## src/rtl/sort_pkg.sv

```systemverilog
// Shared types and constants for the 5-input sorter front end (sort_loader).
package sort_pkg;
    localparam int W = 8;
    localparam int N = 5;

    typedef logic [W-1:0] elem_t;

    typedef enum logic [1:0] {
        FILL  = 2'd0,
        SETUP = 2'd1,
        FIRE  = 2'd2,
        GAP   = 2'd3
    } state_t;

    // Width of a down-counter able to hold the largest of the three phase lengths.
    function automatic int cnt_width(input int x, input int y, input int z);
        int m;
        m = (x > y) ? x : y;
        m = (z > m) ? z : m;
        return $clog2(m + 1);
    endfunction
endpackage

```

## src/rtl/sort_loader_if.sv

```systemverilog
// Valid/ready byte-stream link feeding the sort_loader.
interface sort_loader_if;
    import sort_pkg::*;
    elem_t in_data;
    logic  in_valid;
    logic  in_ready;

    modport master (output in_data, output in_valid, input in_ready);
    modport slave  (input in_data, input in_valid, output in_ready);
endinterface

```

## src/rtl/sort_down_counter.sv

```systemverilog
// Loadable down-counter with a registered zero flag; saturates at zero.
module sort_down_counter #(
    parameter int CW = 5
) (
    input  logic          clk,
    input  logic          rst,
    input  logic          load,
    input  logic [CW-1:0] load_val,
    input  logic          dec,
    output logic          zero
);
    logic [CW-1:0] value_r;
    logic [CW-1:0] value_next_s;
    logic          zero_r;

    // Next count: load has priority, decrement stops at zero.
    always_comb begin
        value_next_s = value_r;
        if (load) begin
            value_next_s = load_val;
        end else if (dec && (value_r != {CW{1'b0}})) begin
            value_next_s = value_r - {{(CW-1){1'b0}}, 1'b1};
        end else begin
            value_next_s = value_r;
        end
    end

    // Count register and zero flag.
    always_ff @(posedge clk or posedge rst) begin
        if (rst) begin
            value_r <= {CW{1'b0}};
            zero_r  <= 1'b1;
        end else begin
            value_r <= value_next_s;
            zero_r  <= (value_next_s == {CW{1'b0}});
        end
    end

    assign zero = zero_r;
endmodule

```

## src/rtl/sort_loader.sv

```systemverilog
// Collects N serial beats into a frame, presents it on a..e and pulses s for the sorter.
// Optional partial-frame timeout enabled by defining SORT_LOADER_TIMEOUT_EN.
module sort_loader
    import sort_pkg::*;
#(
    parameter int START_LEN = 2,
    parameter int GAP_LEN   = 6,
    parameter int TIMEOUT   = 16
) (
    input  logic                clk,
    input  logic                rst,
    sort_loader_if.slave        up,
    input  logic                flush,
    output elem_t               a,
    output elem_t               b,
    output elem_t               c,
    output elem_t               d,
    output elem_t               e,
    output logic                s,
    output logic                drop,
    output logic [7:0]          frame_cnt
);
    localparam int CW = cnt_width(START_LEN, GAP_LEN, TIMEOUT);
    localparam int NW = $clog2(N);

    state_t          state_r;
    logic [NW-1:0]   count_r;
    elem_t           shadow_r [0:N-1];
    elem_t           a_r, b_r, c_r, d_r, e_r;
    logic            s_r;
    logic            drop_r;
    logic [7:0]      frame_cnt_r;

    logic            accept_s;
    logic            cnt_load_s;
    logic [CW-1:0]   cnt_val_s;
    logic            cnt_dec_s;
    logic            cnt_zero_s;

    assign up.in_ready = (state_r == FILL);
    // flush beats a same-cycle beat, so the beat is simply never accepted
    assign accept_s    = up.in_valid && (state_r == FILL) && !flush;

    sort_down_counter #(.CW(CW)) u_cnt (
        .clk      (clk),
        .rst      (rst),
        .load     (cnt_load_s),
        .load_val (cnt_val_s),
        .dec      (cnt_dec_s),
        .zero     (cnt_zero_s)
    );

    // Phase counter control: pulse length, cool-down and (optionally) idle timeout.
    always_comb begin
        cnt_load_s = 1'b0;
        cnt_val_s  = {CW{1'b0}};
        cnt_dec_s  = 1'b0;
        case (state_r)
            FILL: begin
`ifdef SORT_LOADER_TIMEOUT_EN
                if (flush || accept_s) begin
                    cnt_load_s = 1'b1;
                    cnt_val_s  = CW'(TIMEOUT - 1);
                end else if (count_r != NW'(0)) begin
                    cnt_dec_s = 1'b1;
                end else begin
                    cnt_dec_s = 1'b0;
                end
`else
                cnt_load_s = 1'b0;
`endif
            end
            SETUP: begin
                cnt_load_s = 1'b1;
                cnt_val_s  = CW'(START_LEN - 1);
            end
            FIRE: begin
                if (cnt_zero_s) begin
                    cnt_load_s = 1'b1;
                    cnt_val_s  = CW'(GAP_LEN - 1);
                end else begin
                    cnt_dec_s = 1'b1;
                end
            end
            GAP: begin
                cnt_dec_s = 1'b1;
            end
            default: begin
                cnt_load_s = 1'b0;
            end
        endcase
    end

    // Frame FSM with all outputs registered.
    always_ff @(posedge clk or posedge rst) begin
        if (rst) begin
            state_r     <= FILL;
            count_r     <= NW'(0);
            for (int i = 0; i < N; i++) shadow_r[i] <= {W{1'b0}};
            a_r         <= {W{1'b0}};
            b_r         <= {W{1'b0}};
            c_r         <= {W{1'b0}};
            d_r         <= {W{1'b0}};
            e_r         <= {W{1'b0}};
            s_r         <= 1'b0;
            drop_r      <= 1'b0;
            frame_cnt_r <= 8'd0;
        end else begin
            drop_r <= 1'b0;
            case (state_r)
                FILL: begin
                    s_r <= 1'b0;
                    if (flush) begin
                        count_r <= NW'(0);
                        drop_r  <= (count_r != NW'(0));
                    end else if (accept_s) begin
                        shadow_r[count_r] <= up.in_data;
                        if (count_r == NW'(N - 1)) begin
                            a_r         <= shadow_r[0];
                            b_r         <= shadow_r[1];
                            c_r         <= shadow_r[2];
                            d_r         <= shadow_r[3];
                            e_r         <= up.in_data;
                            count_r     <= NW'(0);
                            frame_cnt_r <= frame_cnt_r + 8'd1;
                            state_r     <= SETUP;
                        end else begin
                            count_r <= count_r + NW'(1);
                        end
`ifdef SORT_LOADER_TIMEOUT_EN
                    end else if ((count_r != NW'(0)) && cnt_zero_s) begin
                        count_r <= NW'(0);
                        drop_r  <= 1'b1;
`endif
                    end else begin
                        count_r <= count_r;
                    end
                end
                SETUP: begin
                    s_r     <= 1'b1;
                    state_r <= FIRE;
                end
                FIRE: begin
                    if (cnt_zero_s) begin
                        s_r     <= 1'b0;
                        state_r <= GAP;
                    end else begin
                        s_r <= 1'b1;
                    end
                end
                GAP: begin
                    s_r <= 1'b0;
                    if (cnt_zero_s) begin
                        state_r <= FILL;
                    end else begin
                        state_r <= GAP;
                    end
                end
                default: begin
                    s_r     <= 1'b0;
                    state_r <= FILL;
                end
            endcase
        end
    end

    assign a         = a_r;
    assign b         = b_r;
    assign c         = c_r;
    assign d         = d_r;
    assign e         = e_r;
    assign s         = s_r;
    assign drop      = drop_r;
    assign frame_cnt = frame_cnt_r;
endmodule

```

## src/flat_wrapper.sv

```systemverilog
// flat-port wrapper written by rule: the top's interface ports become plain ports
module sort_loader_flat import sort_pkg::*;
#(
    parameter int START_LEN = 2,
    parameter int GAP_LEN   = 6,
    parameter int TIMEOUT   = 16
)
  (clk, rst, flush, a, b, c, d, e, s, drop, frame_cnt, up_in_data, up_in_valid, up_in_ready);
  sort_loader_if up_i ();
  input  logic clk;
  input  logic rst;
  input  logic flush;
  output elem_t a;
  output elem_t b;
  output elem_t c;
  output elem_t d;
  output elem_t e;
  output logic s;
  output logic drop;
  output logic [7:0] frame_cnt;
  input wire logic [$bits(up_i.in_data)-1:0] up_in_data;
  input wire logic [$bits(up_i.in_valid)-1:0] up_in_valid;
  output wire logic [$bits(up_i.in_ready)-1:0] up_in_ready;
  assign up_i.in_data = up_in_data;
  assign up_i.in_valid = up_in_valid;
  assign up_in_ready = up_i.in_ready;
  sort_loader #(.START_LEN(START_LEN), .GAP_LEN(GAP_LEN), .TIMEOUT(TIMEOUT)) u_core (.clk(clk), .rst(rst), .up(up_i), .flush(flush), .a(a), .b(b), .c(c), .d(d), .e(e), .s(s), .drop(drop), .frame_cnt(frame_cnt));
endmodule
```

## config.mk

```make
export PLATFORM = sky130hd
export DESIGN_NAME = sort_loader_flat
export DESIGN_NICKNAME = d
export VERILOG_FILES = /design/src/rtl/sort_pkg.sv /design/src/rtl/sort_loader_if.sv /design/src/rtl/sort_down_counter.sv /design/src/rtl/sort_loader.sv /design/src/flat_wrapper.sv
export SDC_FILE = /design/constraint.sdc
export NUM_CORES = 1
export LEC_CHECK = 0
export BUFFER_PORTS_ARGS = -buffer_cell sky130_fd_sc_hd__buf_2
export CAP_MARGIN = 30
export CORE_MARGIN = 5
export CORE_UTILIZATION = 30
export CTS_CLUSTER_SIZE = 14
export DETAILED_ROUTE_END_ITERATION = 10
export PLACE_DENSITY = 0.48
export SLEW_MARGIN = 5
export SYNTH_ARGS = -nofsm -noshare
export SYNTH_HDL_FRONTEND = slang
export SYNTH_SLANG_ARGS = --single-unit
```

## constraint.sdc

```tcl
create_clock -name clk -period 8.2 [get_ports clk]
set_clock_uncertainty 0.2 [all_clocks]
set_input_delay 1.23 -clock clk [delete_from_list [all_inputs] [get_ports clk]]
set_output_delay 1.23 -clock clk [all_outputs]
set_load 0.005 [all_outputs]
```

=== Word-level counts from Yosys, hierarchy flattened ===
Index checks and enable logic that the tools add are counted.

* Bits in registers: 101
* Input port bits: 12
* Output and inout bits: 51

* $add $sub $neg: 3
* $lt $le $gt $ge: 2
* Eq/ne operators: 8
* Muxes and demuxes: 23
* Bitwise gates (word level): 2
* Reduce and logical (&&, ||, !) cells: 15

{| class="wikitable"
|+ Operator list
! cell !! number
|-
| bitwise mux 40 bit || 1
|-
| demux 8 bit (select 3 bit) || 1
|-
| two-way mux 3 bit || 4
|-
| two-way mux 2 bit || 5
|-
| two-way mux 5 bit || 2
|-
| case mux 5 bit (2 select lines) || 1
|-
| adder 8 x 1 -> 8 bit, second input constant || 1
|-
| two-way mux 8 bit || 1
|-
| case mux 2 bit (4 select lines) || 1
|-
| AND reduction 4 bit || 2
|-
| logical NOT 5 bit || 1
|-
| nonzero test 5 bit || 1
|-
| subtractor 5 x 1 -> 5 bit, second input constant || 1
|-
| equality test 2 bit, second input constant || 2
|-
| greater-or-equal comparator 4 bit, second input constant || 1
|-
| logical AND 1 bit || 4
|-
| < comparator 4 x 1 -> 1 bit, second input constant || 1
|-
| two-way mux 1 bit || 4
|-
| inequality test 2 x 1 -> 1 bit, second input constant || 2
|-
| inequality test 2 bit, second input constant || 2
|-
| inverter 3 -> 4 bit || 1
|-
| case mux 1 bit (2 select lines) || 2
|-
| adder 3 x 1 -> 3 bit, second input constant || 1
|-
| equality test 3 bit, second input constant || 1
|-
| other kinds (10) || 10
|}

=== Depth between registers and ports, before layout ===
Gate-level depths: netlist of the first run.

* Word-level depth: 6
* Mapped depth: 9
* Depth with buffers taken out: 6

=== Hierarchy ===
Synthesis of the first run repeated with hierarchy kept, for this count alone.

* Cells, all modules: 275
* Area total of the unflattened synthesis: 3971.3 µm²

{| class="wikitable"
|+ Modules (own cells, without submodules)
! module !! times used !! cells an instance !! area an instance (µm²) !! sequential area each (µm²)
|-
| sort_loader || 1 || 235 || 3578.4 || 2177.1
|-
| sort_down_counter || 1 || 40 || 392.9 || 151.4
|}

=== Least setup slack after synthesis of the first run ===
OpenSTA, ideal clock, no wires.

* Path kind: input to register
* Start point: in flush
* End point: reg u_core.shadow_r[32] (netlist name)
* Library setup time: 0.125 ns
* Data arrival time: 2.192 ns
* Data required time: 7.875 ns
* Slack: 5.683 ns
* Stages on the path: 3
* Buffers on the path: 0
* Cell sequence: nand3b_1 nor4_4 mux2_2

* Cells in the longest elaborated chain, start to end: 3
* Elaborated cells between the ends (all ways): 4
* Those cells by class: 1 x bitwise; 3 x reduce/logical

{| class="wikitable"
|+ RTL lines
! element !! line !! source
|-
| from (decl) || flat_wrapper.sv:12 || <nowiki>input logic flush;</nowiki>
|-
| logical NOT 1 bit || sort_loader.sv:42 || <nowiki>assign accept_s = up.in_valid && (state_r == FILL) && !flush;</nowiki>
|-
| logical AND 1 bit || sort_loader.sv:42 ||
|-
| AND reduction 3 bit (no line) (*) || -- ||
|-
| to (signal, indexed assignment) || sort_loader.sv:117 || <nowiki>shadow_r[count_r] <= up.in_data;</nowiki>
|-
| to (decl) || sort_loader.sv:28 || <nowiki>elem_t shadow_r [0:N-1];</nowiki>
|}

Every way passes the cells marked *; elsewhere a longest branch is shown, timed or not.
A chain may end at the register's enable or synchronous reset.

=== Worst setup path after layout of the first run ===
* Start point: reg u_core.state_r[0]
* End point: out up_in_ready

* Cells in the longest elaborated chain, start to end: 1

{| class="wikitable"
|+ RTL lines
! element !! line !! source
|-
| from (decl) || sort_loader.sv:26 || <nowiki>state_t state_r;</nowiki>
|-
| from (signal assigned) || sort_loader.sv:97 || <nowiki>state_r <= FILL;</nowiki>
|-
| from (signal assigned) || sort_loader.sv:126 || <nowiki>state_r <= SETUP;</nowiki>
|-
| from (signal assigned) || sort_loader.sv:141 || <nowiki>state_r <= FIRE;</nowiki>
|-
| logical NOT 2 bit || sort_loader.sv:40 || <nowiki>assign up.in_ready = (state_r == FILL);</nowiki>
|-
| to (decl) || flat_wrapper.sv:23 || <nowiki>output wire logic [$bits(up_i.in_ready)-1:0] up_in_ready;</nowiki>
|}

No other way between the ends.

==> impl_metrics.json, run 1 <==
{
  "status": "finished clean",
  "drc": 0,
  "synth_common_cells": "nand2_1, dfrtp_1, mux2_2, inv_1, ha_1",
  "ys.flop_type": "dfrtp_1",
  "yosysMostFrequentCell": "nand2_1",
  "synthesis.nets": 376,
  "n_fill_cell": 1321,
  "synth-async-reset-ratio": 1.00,
  "wl_um": 8550,
  "clock.fmax_ghz": 0.350,
  "cts_setup_buffers": 0,
  "path_class": "reg -> out",
  "setup_ws_ns": 5.34,
  "vias": 2654,
  "setup_viol": 0,
  "diodes": 0,
  "ir_drop_mv": 0.0979,
  "clock_sink_count": 93,
  "first_global_vias": 2663,
  "synth_edf_count": 0,
  "place_congestion": 0.728,
  "powerDensity_nw_per_um2": 307,
  "clk_path_buf_depth": 2,
  "grt_use_total": 0.120,
  "yosysWarningCount": 0,
  "cts_max_level": 3,
  "area_growth_pct": 20.9,
  "start_util": 0.307,
  "ctsHoldBuffers": 0,
  "cts_tree": "done",
  "ys_types": 39,
  "viasPerCell": 4.46,
  "clk_pin_slew_ns": 0.07,
  "grt_max_degree": 54,
  "die_area_sq_um": 15300,
  "syn_inst": 355,
  "rsz0062_at_grt": "false",
  "crit_fanout": 9,
  "cts_resized": 0,
  "post-synth-top-area-cell": "dfrtp_1",
  "fin_crit_sh": 0.348,
  "core_region_area_sq_um": 12600,
  "synth_top_area_share": 0.594,
  "port_buffers": 62,
  "grt_pass1_wl_um": 14000,
  "worst_pin_slew_ns": 0.686,
  "wl_per_cell_um": 14.4,
  "synthesis.area_sq_um": 3870,
  "fin_crit_ns": 2.86,
  "maxSlewViolCount": 0,
  "io_pins": 63,
  "drive_above_1_share": 0.300,
  "nets": 439,
  "cts-buffers-inserted": 9,
  "max_slew_margin": 0.543,
  "clock_latency_ns": 0.34,
  "ys_ff_latch": 93,
  "die_h_um": 124,
  "hold_viol": 0,
  "setup-tns-final_ns": 0,
  "cap_violations": 0,
  "grt-ovfl-total": 0,
  "arrival_ns": 1.43,
  "endpoint_kind": "output pin",
  "synth.top_cells.by_area": "dfrtp_1, nand2_1, mux2_2",
  "ant_nets": 0,
  "hold_class": "reg -> reg",
  "avgSynthCellArea_sq_um": 10.9,
  "ys_seq_area_frac": 0.601,
  "die_width_um": 124,
  "place_ws_ns": 5.00,
  "critPathLaunchType": "flip-flop",
  "row_count": 41,
  "dpl.hpwl_um": 5850,
  "leakage_uw": 0.00249,
  "firstDrtPassIters": 4,
  "clock-root-buffer": "clkbuf_16",
  "dr.first_iter.drc_count": 123,
  "critPathRequiredTime_ns": 6.77,
  "antenna_found_initial": 0
}
## power by group
part / internal [uW] / leakage [uW] / switching (uW)
clock network: 238 / 0.000146 / 186
registers: 578 / 0.00124 / 86.1
logic: 176 / 0.00110 / 177
total: 992 / 0.00249 / 449
## layout by cell type, fill, tap and decap left out, types with 4 or more instances in the layout
| cell type | instances |
|---|---|
| buf_2 | 62 |
| xnor2_1 | 8 |
| mux2_2 | 33 |
| nand2_1 | 134 |
| nor2_1 | 4 |
| o21ai_0 | 7 |
| inv_1 | 10 |
| clkbuf_16 | 9 |
| ha_1 | 9 |
| a21oi_1 | 5 |
| dfrtp_1 | 92 |
## state kept, by name, indices dropped and copies added, names as in the netlist
name / cells
u_core.state_r: 2
u_core.s: 1
u_core.count_r: 3
u_core.frame_cnt: 8
u_core.c: 8
u_core.drop: 1
u_core.d: 8
u_core.u_cnt.zero: 1
u_core.e: 8
u_core.a: 8
u_core.shadow_r: 32
u_core.b: 8
u_core.u_cnt.value_r: 5
## through the flow
step,utilization,total power [uW],area [sq um],hold slack (ns),instances
floorplan,-,910,3870,0.233,355
global placement,0.346,1020,4370,0.245,578
detailed placement,0.348,1030,4390,0.253,579
CTS,0.371,1460,4690,0.269,595
global route,0.371,1540,4690,0.286,595
finish,0.371,1440,4690,0.265,595
## per-layer routing
metal / vias up / GRT usage / share of wire
met5: - / 0 / 0
met4: 0 / 0.0436 / 0.014
met3: 12 / 0.0409 / 0.052
li1: 1293 / - / -
met2: 48 / 0.174 / 0.44
met1: 1301 / 0.168 / 0.50
## path summary, 6_finish.rpt
| path | end | slack (ns) | cells after the start | startpoint |
|---|---|---|---|---|
| max | up_in_ready | 5.34 | 3 | u_core.state_r[0] |
| min | u_core.b[2] | 0.27 | 2 | u_core.shadow_r[26] |
| max reg2reg | u_core.state_r[1] | 5.52 | 6 | u_core.state_r[0] |
| min reg2reg | u_core.b[2] | 0.27 | 2 | u_core.shadow_r[26] |
| max in group asynchronous | u_core.count_r[2] | 5.99 | 3 | rst |
| min in group asynchronous | u_core.frame_cnt[4] | 0.72 | 2 | rst |
## layout make-up
cell class	instances	area, sq um	share of cell area
Clock buffer	9	225	0.0481
Clock inverter	7	73.8	0.0158
Inverter	11	43.8	0.00935
Multi-Input combinational cell	239	1460	0.312
Sequential cell	93	2330	0.497
Tap cell	172	215	0.0459
Timing Repair Buffer	64	338	0.0721
## cell families after synthesis
family	count (synthesis)	synth area share
buf+inv	23	0.0239
fa+ha+maj	9	0.0291
simple gates	164	0.188
compound gates	24	0.0413
xor+xnor	8	0.0181
flops	93	0.601
mux	34	0.0988
## critical path, stage by stage, from the launching register on
cell	delay, ns
dfrtp_1	0.42
inv_1	0.14
ha_1	0.35
buf_2	0.18
Power figures use the tool's default switching activity.
==> inputs of run 2 (changes only) <==
Settings changed: ABC_AREA set to 1.
Clock period 8.2 ns to 2.8 ns, I/O delays scaled along.
==> run 2 against run 1 <==
Net effect: the flow now finishes with violations (negative hold slack); clock power rose to 3.0 times the previous value; first-iteration DRC count rose by 14%; flip-flop and latch count unchanged; wire length grew 5.5%; critical path type is now reg -> reg; largest power group unchanged.
==> impl_metrics.json, run 2 <==
{
  "cts_setup_buffers": 0,
  "drc": 0,
  "status": "complete, but fails checks",
  "final_common_cell": "nand2_1",
  "syn_inst": 408,
  "path_class": "reg -> reg",
  "path_cells": "inv_1, ha_1, nand3_2, clkinv_4, nand4_2, nand2_1, o21ai_2",
  "clock_latency_ns": 0.34,
  "setup_viol": 0,
  "cts_max_level": 3,
  "leakage_uw": 0.00259,
  "avgSynthCellArea_sq_um": 9.54,
  "firstDrtPassIters": 4,
  "ctsHoldBuffers": 0,
  "viasPerCell": 4.33,
  "fin_crit_ns": 2.28,
  "ys_types": 30,
  "final_cells": 649,
  "dr.first_iter.drc_count": 140,
  "endpoint_kind": "flip-flop",
  "row_count": 41,
  "fin_crit_sh": 0.816,
  "regMostFlops": "u_core.shadow_r",
  "final_util": 0.371,
  "drive_above_1_share": 0.220,
  "wl_per_cell_um": 13.9,
  "cts_resized": 0,
  "yosysWarningCount": 0,
  "ys.flop_type": "dfrtp_1",
  "critPathRequiredTime_ns": 2.82,
  "max_slew_margin": 0.637,
  "die_area_sq_um": 15400,
  "grt_pass1_wl_um": 14400,
  "place_congestion": 0.765,
  "diodes": 0,
  "p_sw_uw": 1230,
  "crit_slowest_cell": "nand4_2",
  "area_growth_pct": 20.7,
  "hold_class": "in -> async",
  "die_width_um": 124,
  "violations": "negative hold slack",
  "worstReg2RegStart": "u_core.state_r[0]",
  "r2r-end": "u_core.shadow_r[24]",
  "p_sw_frac": 0.315,
  "grt-ovfl-total": 0,
  "r2r_slack_ns": 0.52,
  "clock-root-buffer": "clkbuf_16",
  "crit_fanout": 16,
  "synthesis.nets": 429,
  "powerDensity_nw_per_um2": 832,
  "cts_tree": "done",
  "most-common-layout-cells": "nand2_1, dfrtp_1, buf_2",
  "p_int_uw": 2680,
  "grt_max_degree": 94,
  "io_pins": 63,
  "synth_common_cells": "nand2_1, dfrtp_1, inv_1, o21ai_1, o21ai_0",
  "holdWs_ns": -0.00417,
  "die_h_um": 124,
  "largest_reg_flops": 32,
  "ys_ff_latch": 93,
  "setup-tns-final_ns": 0,
  "dpl.hpwl_um": 6070,
  "ir_drop_mv": 0.267,
  "clock_sink_count": 93,
  "synth_top_area_share": 0.591,
  "yosysMostFrequentCell": "nand2_1",
  "ys_seq_area_frac": 0.598,
  "nets": 493,
  "wl_um": 9020,
  "clk_pin_slew_ns": 0.07,
  "cts-buffers-inserted": 9,
  "critPathLaunchType": "flip-flop",
  "vias": 2810,
  "antenna_found_initial": 0,
  "clock.fmax_ghz": 0.438,
  "cap_violations": 0,
  "worst_pin_slew_ns": 0.543,
  "maxSlewViolCount": 0,
  "arrival_ns": 2.31,
  "start_util": 0.307,
  "synth-async-reset-ratio": 1.00,
  "power_frac_clock": 0.325,
  "core_region_area_sq_um": 12700,
  "synthesis.area_sq_um": 3890,
  "pwr-share-seq": 0.450,
  "rsz0062_at_grt": "false",
  "post-synth-top-area-cell": "dfrtp_1",
  "synth_edf_count": 0,
  "ant_nets": 0,
  "synth.top_cells.by_area": "dfrtp_1, nand2_1, o21ai_1",
  "first_global_vias": 2756,
  "p_comb_frac": 0.225,
  "placed_cells": 633,
  "port_buffers": 62,
  "reg2reg_depth": 7,
  "cpPeakStageDelay_ns": 0.43,
  "clk_path_buf_depth": 2,
  "grt_use_total": 0.125,
  "hold_viol": 1
}
[run 2: cell types whose count changed in the layout (fill, tap and decap cells not counted), moves of 4 or more]
cell	change
nand2_1	+39
mux2_2	-33
o21ai_1	+24
inv_1	+21
nand3_1	+9
o21ai_2	+7
o21ai_0	+6
xnor2_1	-4
[run 2: per-stage QoR]
step	total power, uW	cell area, sq um	setup WS (ns)
3_3_place_gp	2640	4390	0.623
6_report	3910	4700	0.516
2_1_floorplan	2430	3900	0.921
3_5_place_dp	2670	4390	0.519
4_1_cts	3950	4700	0.495
5_1_grt	4140	4700	0.308
[run 2: cell families after synthesis]
| group | Yosys count | synth area share |
|---|---|---|
| buf+inv | 45 | 0.0511 |
| simple gates | 202 | 0.226 |
| compound gates | 52 | 0.0804 |
| xor+xnor | 7 | 0.0158 |
| flops | 93 | 0.598 |
| fa+ha+maj | 9 | 0.0289 |
[run 2: cell type report]
type | instances | area [sq um]
well taps | 172 | 215
clock buffers | 11 | 253
inverters | 33 | 133
multi-input cells | 270 | 1370
repair buffers | 65 | 345
fillers | 1331 | 7970
clock inverters | 5 | 58.8
flip-flops and latches | 93 | 2330
[run 2: worst max path at each step]
stage                            from                  end  slack (ns)  cells after the start
global placement    u_core.state_r[0]  u_core.shadow_r[27]        0.62                      7
floorplan           u_core.state_r[0]  u_core.shadow_r[24]        0.92                      8
detailed placement  u_core.state_r[1]  u_core.shadow_r[28]        0.52                      7
global route        u_core.state_r[0]  u_core.shadow_r[29]        0.31                      7
CTS                 u_core.state_r[0]  u_core.shadow_r[28]        0.50                      7
finish              u_core.state_r[0]  u_core.shadow_r[24]        0.52                      7
[run 2: power by group through the flow]
stage	Clock (uW)	Sequential, uW	Combinational (uW)
floorplan	0	1750	673
global placement	0	1770	870
detailed placement	0	1780	890
CTS	1290	1760	902
global route	1340	1790	1010
finish	1270	1760	881
[run 2: per-layer routing]
layer,vias up,global-route usage,wire (um)
li1,1411,-,-
met1,1336,0.162,4240
met2,51,0.200,4230
met3,12,0.0286,364
met4,0,0.0534,178
met5,-,0,0
[run 2: critical path, delay by kind of cell, from the launching register on]
| kind | cells | cell delay (ns) |
|---|---|---|
| and+or+nand+nor | 3 | 0.84 |
| DFF | 1 | 0.42 |
| adders and majority gates | 1 | 0.32 |
| buffers and inverters | 2 | 0.31 |
| AOI/OAI and AO/OA | 1 | 0.06 |
